File: config.mk
export PLATFORM = sky130hd
export DESIGN_NAME = xor_gate_share_ctrl
export DESIGN_NICKNAME = d
export VERILOG_FILES = /design/src/rtl/xor_gate_share_ctrl_pkg.sv /design/src/rtl/xor_gate_share_ctrl_rr_pick.sv /design/src/rtl/xor_gate_share_ctrl.sv
export SDC_FILE = /design/constraint.sdc
export NUM_CORES = 1
export LEC_CHECK = 0
export BUFFER_PORTS_ARGS = -buffer_cell sky130_fd_sc_hd__buf_2
export CORE_MARGIN = 1.5
export CORE_UTILIZATION = 49
export DETAILED_ROUTE_END_ITERATION = 7
export PLACE_DENSITY = 0.94
export SYNTH_ARGS = -nofsm -noshare
export SYNTH_HDL_FRONTEND = slang
export SYNTH_HIERARCHICAL = 1
export SYNTH_SLANG_ARGS = --single-unit
File: constraint.sdc
create_clock -name clk -period 5.8 [get_ports clk]
set_input_delay 0.29 -clock clk [delete_from_list [all_inputs] [get_ports clk]]
set_output_delay 0.29 -clock clk [all_outputs]
set_load 0.02 [all_outputs]
File: src/rtl/xor_gate_share_ctrl_pkg.sv
// Shared types and constants for the XOR gate time-share controller.
// Imported by the controller top and its round-robin picker.
package xor_gate_share_ctrl_pkg;

  localparam int unsigned LANES = 4;

  typedef enum logic [1:0] {
    StIdle    = 2'd0,
    StSettle  = 2'd1,
    StCapture = 2'd2
  } state_e;

  // Index width for a requester count, never narrower than one bit.
  function automatic int unsigned idx_width(input int unsigned n);
    return (n > 1) ? $clog2(n) : 1;
  endfunction

endpackage

File: src/rtl/xor_gate_share_ctrl_rr_pick.sv
// Combinational round-robin picker: first eligible requester at or after ptr, with wrap.
module xor_gate_share_ctrl_rr_pick
  import xor_gate_share_ctrl_pkg::*;
#(
  parameter int unsigned NUM_REQ = 4,
  localparam int unsigned IdxW = idx_width(NUM_REQ)
) (
  input  logic [NUM_REQ-1:0] eligible,
  input  logic [IdxW-1:0]    ptr,
  output logic               valid,
  output logic [IdxW-1:0]    winner
);

  always_comb begin
    int unsigned idx;
    valid  = 1'b0;
    winner = '0;
    idx    = 0;
    for (int unsigned k = 0; k < NUM_REQ; k++) begin
      idx = (32'(ptr) + k) % NUM_REQ;
      if (!valid && eligible[idx]) begin
        valid  = 1'b1;
        winner = IdxW'(idx);
      end
    end
  end

endmodule

File: src/rtl/xor_gate_share_ctrl.sv
// Time-shares one quad 2-input XOR package between NUM_REQ requesters: grant round-robin,
// drive the gate pins, wait for the gate to settle, sample its outputs and ack the requester.
module xor_gate_share_ctrl
  import xor_gate_share_ctrl_pkg::*;
#(
  parameter int unsigned NUM_REQ       = 4,
  parameter int unsigned SETTLE_CYCLES = 2
) (
  input  logic                     clk,
  input  logic                     rst,
  input  logic [NUM_REQ-1:0]       req,
  input  logic [LANES*NUM_REQ-1:0] op_a,
  input  logic [LANES*NUM_REQ-1:0] op_b,
  output logic [NUM_REQ-1:0]       ack,
  output logic [LANES-1:0]         result,
  output logic                     busy,
  output logic [LANES-1:0]         gate_a,
  output logic [LANES-1:0]         gate_b,
  input  logic [LANES-1:0]         gate_y
);

  localparam int unsigned IdxW = idx_width(NUM_REQ);
  localparam int unsigned CntW = $clog2(SETTLE_CYCLES + 1);

  state_e               state_q, state_d;
  logic [IdxW-1:0]      gidx_q, gidx_d;
  logic [IdxW-1:0]      ptr_q, ptr_d;
  logic [CntW-1:0]      cnt_q, cnt_d;
  logic [LANES-1:0]     gate_a_q, gate_a_d;
  logic [LANES-1:0]     gate_b_q, gate_b_d;
  logic [LANES-1:0]     result_q, result_d;
  logic [NUM_REQ-1:0]   ack_q, ack_d;

  logic [NUM_REQ-1:0]   eligible;
  logic                 pick_valid;
  logic [IdxW-1:0]      winner;
  logic [LANES-1:0]     sel_a, sel_b;

  // The requester being acked is masked so a held req cannot be re-granted in its ack cycle.
  assign eligible = req & ~ack_q;

  xor_gate_share_ctrl_rr_pick #(
    .NUM_REQ (NUM_REQ)
  ) u_rr_pick (
    .eligible (eligible),
    .ptr      (ptr_q),
    .valid    (pick_valid),
    .winner   (winner)
  );

  assign sel_a = op_a[32'(winner)*LANES +: LANES];
  assign sel_b = op_b[32'(winner)*LANES +: LANES];

  always_comb begin
    state_d  = state_q;
    gidx_d   = gidx_q;
    ptr_d    = ptr_q;
    cnt_d    = cnt_q;
    gate_a_d = gate_a_q;
    gate_b_d = gate_b_q;
    result_d = result_q;
    ack_d    = '0;
    unique case (state_q)
      StIdle: begin
        if (pick_valid) begin
          gidx_d   = winner;
          gate_a_d = sel_a;
          gate_b_d = sel_b;
          cnt_d    = '0;
          ptr_d    = (winner == IdxW'(NUM_REQ - 1)) ? '0 : winner + 1'b1;
          state_d  = StSettle;
        end
      end
      StSettle: begin
        cnt_d = cnt_q + 1'b1;
        if (cnt_q == CntW'(SETTLE_CYCLES - 1)) begin
          state_d = StCapture;
        end
      end
      StCapture: begin
        result_d      = gate_y;
        ack_d[gidx_q] = 1'b1;
        state_d       = StIdle;
      end
      default: state_d = StIdle;
    endcase
  end

  always_ff @(posedge clk or posedge rst) begin
    if (rst) begin
      state_q  <= StIdle;
      gidx_q   <= '0;
      ptr_q    <= '0;
      cnt_q    <= '0;
      gate_a_q <= '0;
      gate_b_q <= '0;
      result_q <= '0;
      ack_q    <= '0;
    end else begin
      state_q  <= state_d;
      gidx_q   <= gidx_d;
      ptr_q    <= ptr_d;
      cnt_q    <= cnt_d;
      gate_a_q <= gate_a_d;
      gate_b_q <= gate_b_d;
      result_q <= result_d;
      ack_q    <= ack_d;
    end
  end

  assign ack    = ack_q;
  assign result = result_q;
  assign busy   = (state_q != StIdle);
  assign gate_a = gate_a_q;
  assign gate_b = gate_b_q;

endmodule

==> results of run 1 <==
path summary, 6_finish.rpt:
path | from | endpoint | slack, ns | depth (start not counted)
min in group clk | gate_y[3] | result[3]$_DFFE_PP0P_ | 0.20 | 2
max reg2reg | ack[1]$_DFF_PP0_ | gate_b[2]$_DFFE_PP0P_ | 3.39 | 7
min | rst | state_q[0]$_DFFE_PP0P_ | 0.13 | 2
max in group asynchronous | rst | cnt_q[1]$_DFFE_PP0P_ | 5.14 | 2
max | ack[1]$_DFF_PP0_ | gate_b[2]$_DFFE_PP0P_ | 3.39 | 7
min reg2reg | cnt_q[1]$_DFFE_PP0P_ | cnt_q[1]$_DFFE_PP0P_ | 0.51 | 1
cell type report:
cell class	count	area, um2
fill	184	857.1
multi-input combinational	57	618.1
clock buffer	4	36.28
timing repair buffer	59	297.8
sequential	24	600.6
tap	30	37.54
inverter	8	30.03
logic make-up after synthesis:
logic type	Yosys count	share of synthesized area, %
AOI/OAI and AO/OA	11	5.686
DFF	24	47.06
adders and majority gates	2	1.960
and+or+nand+nor	20	10.20
muxes	24	30.59
buffers and inverters	12	4.509
registers in the layout, indices dropped and copies added, names as in the netlist:
signal   flops
ack          4
gate_a       4
gate_b       4
result       4
cnt_q        2
gidx_q       2
ptr_q        2
state_q      2
routing by layer:
layer	up-vias	global-route usage, %
met1	468	23.45
li1	452	-
met2	28	39.63
met4	0	5.833
met3	2	3.056
met5	-	0
power by group through the flow:
stage                     sequential (W)   clock, W  combinational (W)
after global routing            0.000312  0.0000959           0.000494
after global placement          0.000297          0           0.000441
after CTS                       0.000300  0.0000882           0.000459
after floorplan                 0.000349          0           0.000306
after detailed placement        0.000303          0           0.000459
final                           0.000301  0.0000867           0.000455
cells in the mapped netlist:
| library cell | number |
|---|---|
| sky130_fd_sc_hd__a21o_1 | 1 |
| sky130_fd_sc_hd__a21oi_1 | 5 |
| sky130_fd_sc_hd__a221o_1 | 1 |
| sky130_fd_sc_hd__and3_1 | 1 |
| sky130_fd_sc_hd__and3b_1 | 2 |
| sky130_fd_sc_hd__buf_1 | 1 |
| sky130_fd_sc_hd__buf_2 | 1 |
| sky130_fd_sc_hd__buf_4 | 1 |
| sky130_fd_sc_hd__buf_6 | 1 |
| sky130_fd_sc_hd__dfrtp_1 | 24 |
| sky130_fd_sc_hd__ha_1 | 2 |
| sky130_fd_sc_hd__inv_1 | 7 |
| sky130_fd_sc_hd__inv_2 | 1 |
| sky130_fd_sc_hd__mux2_2 | 8 |
| sky130_fd_sc_hd__mux2_4 | 8 |
| sky130_fd_sc_hd__mux4_2 | 8 |
| sky130_fd_sc_hd__nand2b_1 | 4 |
| sky130_fd_sc_hd__nand3_1 | 1 |
| sky130_fd_sc_hd__nor2_1 | 3 |
| sky130_fd_sc_hd__nor2b_1 | 5 |
| sky130_fd_sc_hd__nor3b_1 | 2 |
| sky130_fd_sc_hd__nor3b_2 | 1 |
| sky130_fd_sc_hd__o21ai_0 | 1 |
| sky130_fd_sc_hd__o21bai_1 | 1 |
| sky130_fd_sc_hd__o221ai_1 | 1 |
| sky130_fd_sc_hd__o2bb2ai_1 | 1 |
| sky130_fd_sc_hd__or2_2 | 1 |
through the flow:
stage	std cells	hold WS [ns]	cell area [um2]
4_1_cts	182	0.1769	1620
3_3_place_gp	178	0.4749	1584
5_1_grt	182	0.1896	1620
2_1_floorplan	93	0.3046	1276
3_5_place_dp	178	0.4884	1584
6_report	182	0.1347	1620
==> flow_summary.ini, run 1 <==
[clock_network]
postCtsSetupBuffers = 0
clock_sinks = 24
worstSkewPairLatency_ns = 0.31
tritoncts_clock_tree = yes
cts.clk_slew.worst_paths_ns = 0.13
numCtsBuffers = 3
quantity_of_gates_resized_following_cts = 0
htree_num_levels = 1
postCtsHoldBufs = 0
ctsRootBufferMaster = sky130_fd_sc_hd__clkbuf_4
ctsLongestPathBuffers = 2

[die]
top_level_ports = 59
die_height_um = 54.04
rows = 18
floorplan.initialDensity_pct = 51.52
design.die.area_um2 = 2920
design.core.area_um2 = 2477
die_x_um = 54.04

[timing]
finalHoldViolations = 0
transition_time_at_the_pin_with_the_least_slew_margin_ns = 1.167
report.final.setup_viol = 0
achievable-frequency_mhz = 414.9
fin_skew_ns = 0.004487
fin_tns_setup_ns = 0
fin_ws_ns = 3.390
setup_repair_after_global_routing_missed_its_margin = false
finalCritPeriodShare_pct = 41.56
max_slew_margin_pct = 21.85
final_max_slew_viol_count = 0
layout_min_cycle_time_ns = 2.410

[detailed_routing]
detailroute.wirelength.met2_um = 1538
totalWireLength_um = 2637
vias_per_cell = 5.220
detail_route.iter0.violations = 15
wirelength_met1_um = 1006
met3_wirelength_um = 73
wire_per_inst_um = 14.49
drc = 0
route.vias.total = 950
top_layer_used = met4
first_pass_iters = 6
route.antenna.remaining_nets = 0

[pwr]
p_per_area_nw_per_um2 = 520.4
power_frac_seq_pct = 35.7
switchingPower_w = 0.0003157
combinationalPowerShare_pct = 54.0
vdd_drop_max_v = 0.0003491
clockPowerShare_pct = 10.3
cellInternalPower_w = 0.0005276
report.power.total_w = 0.0008433
sw_frac_of_total_pct = 37.43
leakage_nw = 0.8329

[synthesis]
netlist_top_cells_area = sky130_fd_sc_hd__dfrtp_1 47%, sky130_fd_sc_hd__mux4_2 14%, sky130_fd_sc_hd__mux2_4 9.4%
syn_warnings = 6
synth.cell_area_um2 = 1276
mappedNetlistNets = 137
synth_top_cell_area_share_pct = 47.06
synth_area_per_cell_um2 = 13.72
netlist-cell-type-count = 27
synth_seq_cells = 24
post-synth-top-area-cell = sky130_fd_sc_hd__dfrtp_1
post_synth_inst_count = 93
synth-seq-area-share_pct = 47.06

[critical_path]
path_buf_inv = 2
timing.critical_path.from_type = flip-flop
critPathMaxFanout = 11
timing.critical_path.arrival_ns = 2.62
cpLargestDelayFamily = multiplexers
worst-endpoint-required_ns = 6.01
cpMaxStageDelayCell = sky130_fd_sc_hd__mux4_2
worstPathCellList = nor2b_1, inv_1, a221o_1, a21oi_1, buf_4, mux4_2, mux2_4
crit_type = reg2reg
max_stage_delay_ns = 0.53
crit_path_end_kind = flip-flop

[global_route]
grt-ovfl-total = 0
grt_max_degree = 25
track_usage_pct = 20.65
grt_pass1_wl_um = 4305
initial_antenna_violation_count = 0
first_global_vias = 1006

[final_layout]
syn_to_final_growth_pct = 26.96
drive_gt1_share_pct = 59.21
layout.core_utilization_pct = 65.40
antenna_cells = 0
layout_commonest_cell = sky130_fd_sc_hd__buf_2
top_library_cells_by_usage_in_the_layout_fill_and_taps_aside = 58 x sky130_fd_sc_hd__buf_2, 24 x sky130_fd_sc_hd__dfrtp_1, 8 x sky130_fd_sc_hd__mux2_2, 8 x sky130_fd_sc_hd__mux4_2, 8 x sky130_fd_sc_hd__mux2_4
nNetsFinal = 197

[min_path]
path_class_of_the_lowest_slack_min_delay_path = in2async

[run_status]
outcome = finished clean

[flow_run]
max_cap_viol_count = 0

[placement]
dp_worst_setup_slack_ns = 3.452
hpwlAfterDp_um = 2101
gp_routability_congestion = 0.7667
placement.io_buffers = 58
Note: power is estimated with default switching activity, not from simulation.
==> run 2, diff against run 1 <==
--- a/config.mk
+++ b/config.mk
@@ -5,11 +5,12 @@
 export SDC_FILE = /design/constraint.sdc
 export NUM_CORES = 1
 export LEC_CHECK = 0
+export ABC_AREA = 1
 export BUFFER_PORTS_ARGS = -buffer_cell sky130_fd_sc_hd__buf_2
 export CORE_MARGIN = 1.5
 export CORE_UTILIZATION = 49
 export DETAILED_ROUTE_END_ITERATION = 7
-export PLACE_DENSITY = 0.94
+export PLACE_DENSITY = 0.9
 export SYNTH_ARGS = -nofsm -noshare
 export SYNTH_HDL_FRONTEND = slang
 export SYNTH_HIERARCHICAL = 1
==> constraint.sdc (replaced) <==
create_clock -name clk -period 2.5 [get_ports clk]
set_input_delay 0.125 -clock clk [delete_from_list [all_inputs] [get_ports clk]]
set_output_delay 0.125 -clock clk [all_outputs]
set_load 0.02 [all_outputs]
==> run 2 against run 1 <==
Net effect:
- clock-buffer cell count is 1 lower
- clock power rose to 3.3 times the previous value
- power rose to 3.6 times the previous value
- via count is 73% higher
- register-to-register slack worse by 3.2 ns
- first-iteration DRC count grew to 5.7 times the previous value
- core utilization fell by 1.1 points
- sequential power up 130%
- global-route usage grew 1.3 points
- sequential share of layout area fell by 7.0 points
- wire length up 40%
- largest power group unchanged
- highest routed layer unchanged
==> flow_summary.ini, run 2 <==
[critical_path]
timing.reg2reg.setup_slack_ns = 0.22
crit_path_end_kind = flip-flop
crit_type = reg2reg
worst-endpoint-required_ns = 2.77
worstPathCellList = inv_2, nand2_1, nand2_2, nand2_2, nand2_2, nor2_4, nand3_2, nand2_1, nand2_1, inv_1, buf_4, nand2_1, nand2_1, nand3_1, nand3_1
timing.critical_path.arrival_ns = 2.56
timing.critical_path.from_type = flip-flop
worst_path_most_repeated_cell = sky130_fd_sc_hd__nand2_1
critPathMaxFanout = 12
max_stage_delay_ns = 0.63
cpMaxStageDelayCell = sky130_fd_sc_hd__dfrtp_1

[global_route]
first_global_vias = 1472
grt_pass1_wl_um = 6099
track_usage_pct = 21.99
initial_antenna_violation_count = 0
grt_max_degree = 25
grt-ovfl-total = 0

[placement]
placement.io_buffers = 58
placedCellCount = 339
gp_routability_congestion = 0.8432
placed_area_um2 = 1932
hpwlAfterDp_um = 2893

[clock_network]
ctsRootBufferMaster = sky130_fd_sc_hd__clkbuf_4
tritoncts_clock_tree = yes
cts.clk_slew.worst_paths_ns = 0.14
ctsLongestPathBuffers = 2
numCtsBuffers = 3
htree_num_levels = 1
clock_sinks = 24
worstSkewPairLatency_ns = 0.32
postCtsSetupBuffers = 0

[synthesis]
synth_xor_area_share_pct = 0
mappedNetlistNets = 285
yosys-mux-area-fraction_pct = 0
yosys.area_share.adder_pct = 1.540
synth_seq_cells = 24
synth-main-ff-cell = sky130_fd_sc_hd__dfrtp_1
synth_top_cell_area_share_pct = 36.95
post-synth-top-count-cell = sky130_fd_sc_hd__nand2_1
synth_area_per_cell_um2 = 6.744
synth_enable_flop_cells = 0
ffs_w_async_s_r_synth_pct = 100.0
synth-seq-area-share_pct = 36.95
syn_warnings = 6
post_synth_inst_count = 241
synth_compound_gate_area_share_pct = 2.617
post-synth-top-area-cell = sky130_fd_sc_hd__dfrtp_1
synth-simple-area-share_pct = 46.19
synth_common_cells = 101 x sky130_fd_sc_hd__nand2_1, 33 x sky130_fd_sc_hd__inv_1, 27 x sky130_fd_sc_hd__nand3_1, 24 x sky130_fd_sc_hd__dfrtp_1, 10 x sky130_fd_sc_hd__nand2_2
netlist-cell-type-count = 23
netlist_top_cells_area = sky130_fd_sc_hd__dfrtp_1 37%, sky130_fd_sc_hd__nand2_1 23%, sky130_fd_sc_hd__nand3_1 8.3%
synth_top_family_by_area = simple AND/OR/NAND/NOR gates
synth.cell_area_um2 = 1625

[final_layout]
layout_commonest_cell = sky130_fd_sc_hd__nand2_1
area_taken_by_flip_flops_and_latches_um2 = 600.6
multi_input_area_um2 = 818.3
finalNonFillerCells = 344
nNetsFinal = 345
syn_to_final_growth_pct = 22.71
top_library_cells_by_usage_in_the_layout_fill_and_taps_aside = 101 x sky130_fd_sc_hd__nand2_1, 58 x sky130_fd_sc_hd__buf_2, 33 x sky130_fd_sc_hd__inv_1
design_area_um2 = 1994
drive_gt1_share_pct = 30.33
filler_cell_count = 282
antenna_cells = 0

[timing]
finalHoldViolations = 0
fin_skew_ns = 0.007844
achievable-frequency_mhz = 438.3
final_max_slew_viol_count = 0
max_slew_margin_pct = 41.63
setup_repair_after_global_routing_missed_its_margin = false
transition_time_at_the_pin_with_the_least_slew_margin_ns = 0.8747
fin_tns_setup_ns = 0
finalHoldWorstSlack_ns = 0.02347
layout_min_cycle_time_ns = 2.282
finalCritPeriodShare_pct = 91.26
report.final.setup_viol = 0

[die]
top_level_ports = 59
rows = 20
floorplan.initialDensity_pct = 52.38
design.die.area_um2 = 3672
die_x_um = 60.60
design.core.area_um2 = 3103
die_height_um = 60.60

[min_path]
path_class_of_the_lowest_slack_min_delay_path = in2reg

[pwr]
p_per_area_nw_per_um2 = 1504
vdd_drop_max_v = 0.0009063
leakage_nw = 1.236
report.power.total_w = 0.002999

[detailed_routing]
route.vias.total = 1645
route.antenna.remaining_nets = 0
drc = 0
vias_per_cell = 4.782
detail_route.iter0.violations = 85
totalWireLength_um = 3682
first_pass_iters = 4
wire_per_inst_um = 10.70

[run_status]
outcome = finished clean

[flow_run]
max_cap_viol_count = 0
[run 2: cell types whose count changed in the layout (fill, tap and decap cells not counted), moves of 5 or more]
| cell | previous run | this run |
|---|---|---|
| sky130_fd_sc_hd__nand2_2 | 0 | 10 |
| sky130_fd_sc_hd__nor2b_1 | 5 | 0 |
| sky130_fd_sc_hd__mux4_2 | 8 | 0 |
| sky130_fd_sc_hd__nand3_1 | 1 | 27 |
| sky130_fd_sc_hd__inv_1 | 7 | 33 |
| sky130_fd_sc_hd__mux2_2 | 8 | 0 |
| sky130_fd_sc_hd__mux2_4 | 8 | 0 |
| sky130_fd_sc_hd__nand2_1 | 0 | 101 |
[run 2: path summary, 6_finish.rpt]
check	cells after the start	from	end
min	3	gate_y[3]	result[3]$_DFFE_PP0P_
min reg2reg	1	gidx_q[1]$_DFFE_PP0P_	ack[0]$_DFF_PP0_
max	15	ptr_q[0]$_DFFE_PP0P_	gate_b[0]$_DFFE_PP0P_
max in group asynchronous	3	rst	gidx_q[1]$_DFFE_PP0P_
min in group asynchronous	3	rst	gate_b[2]$_DFFE_PP0P_
max reg2reg	15	ptr_q[0]$_DFFE_PP0P_	gate_b[0]$_DFFE_PP0P_
[run 2: cell type report]
class                   count  share of cell area [%]
clock inverters             1                   1.506
multi-input cells         172                   41.03
clock buffers               3                   1.129
repair buffers             62                   16.19
well taps                  44                   2.760
inverters                  38                   7.277
flip-flops and latches     24                   30.11
[run 2: timing repair]
item                      in CTS  in global routing
hold buffers                   1                  0
hold endpoints to repair      24                  0
resized for setup              0                  0
[run 2: per-layer routing]
metal,global-route usage (%),wire [um]
met1,27.52,1524
met2,38.56,1972
met3,2.772,143
met4,8.696,42
met5,0,0
[run 2: critical path, delay by kind of cell, from the launching register on]
kind	cells	cell delay, ns
and+or+nand+nor	12	0.91
buffers and inverters	3	0.70
DFF	1	0.63
[run 2: logic make-up after synthesis]
group / Yosys count
buffers and inverters: 45
DFF: 24
and+or+nand+nor: 162
AOI/OAI and AO/OA: 8
adders and majority gates: 2
[run 2: metrics by stage]
step | setup WS, ns | utilization (%)
finish | 0.2184 | 64.27
global route | 0.004325 | 64.27
CTS | 0.2477 | 64.27
detailed placement | 0.2700 | 62.26
global placement | 0.3779 | 62.26
floorplan | 0.6268 | -
[run 2: power breakdown]
group | internal (W) | total [W] | switching [W]
registers | 0.000566 | 0.000706 | 0.000141
clock network | 0.000162 | 0.000286 | 0.000124
logic | 0.000682 | 0.00201 | 0.00132
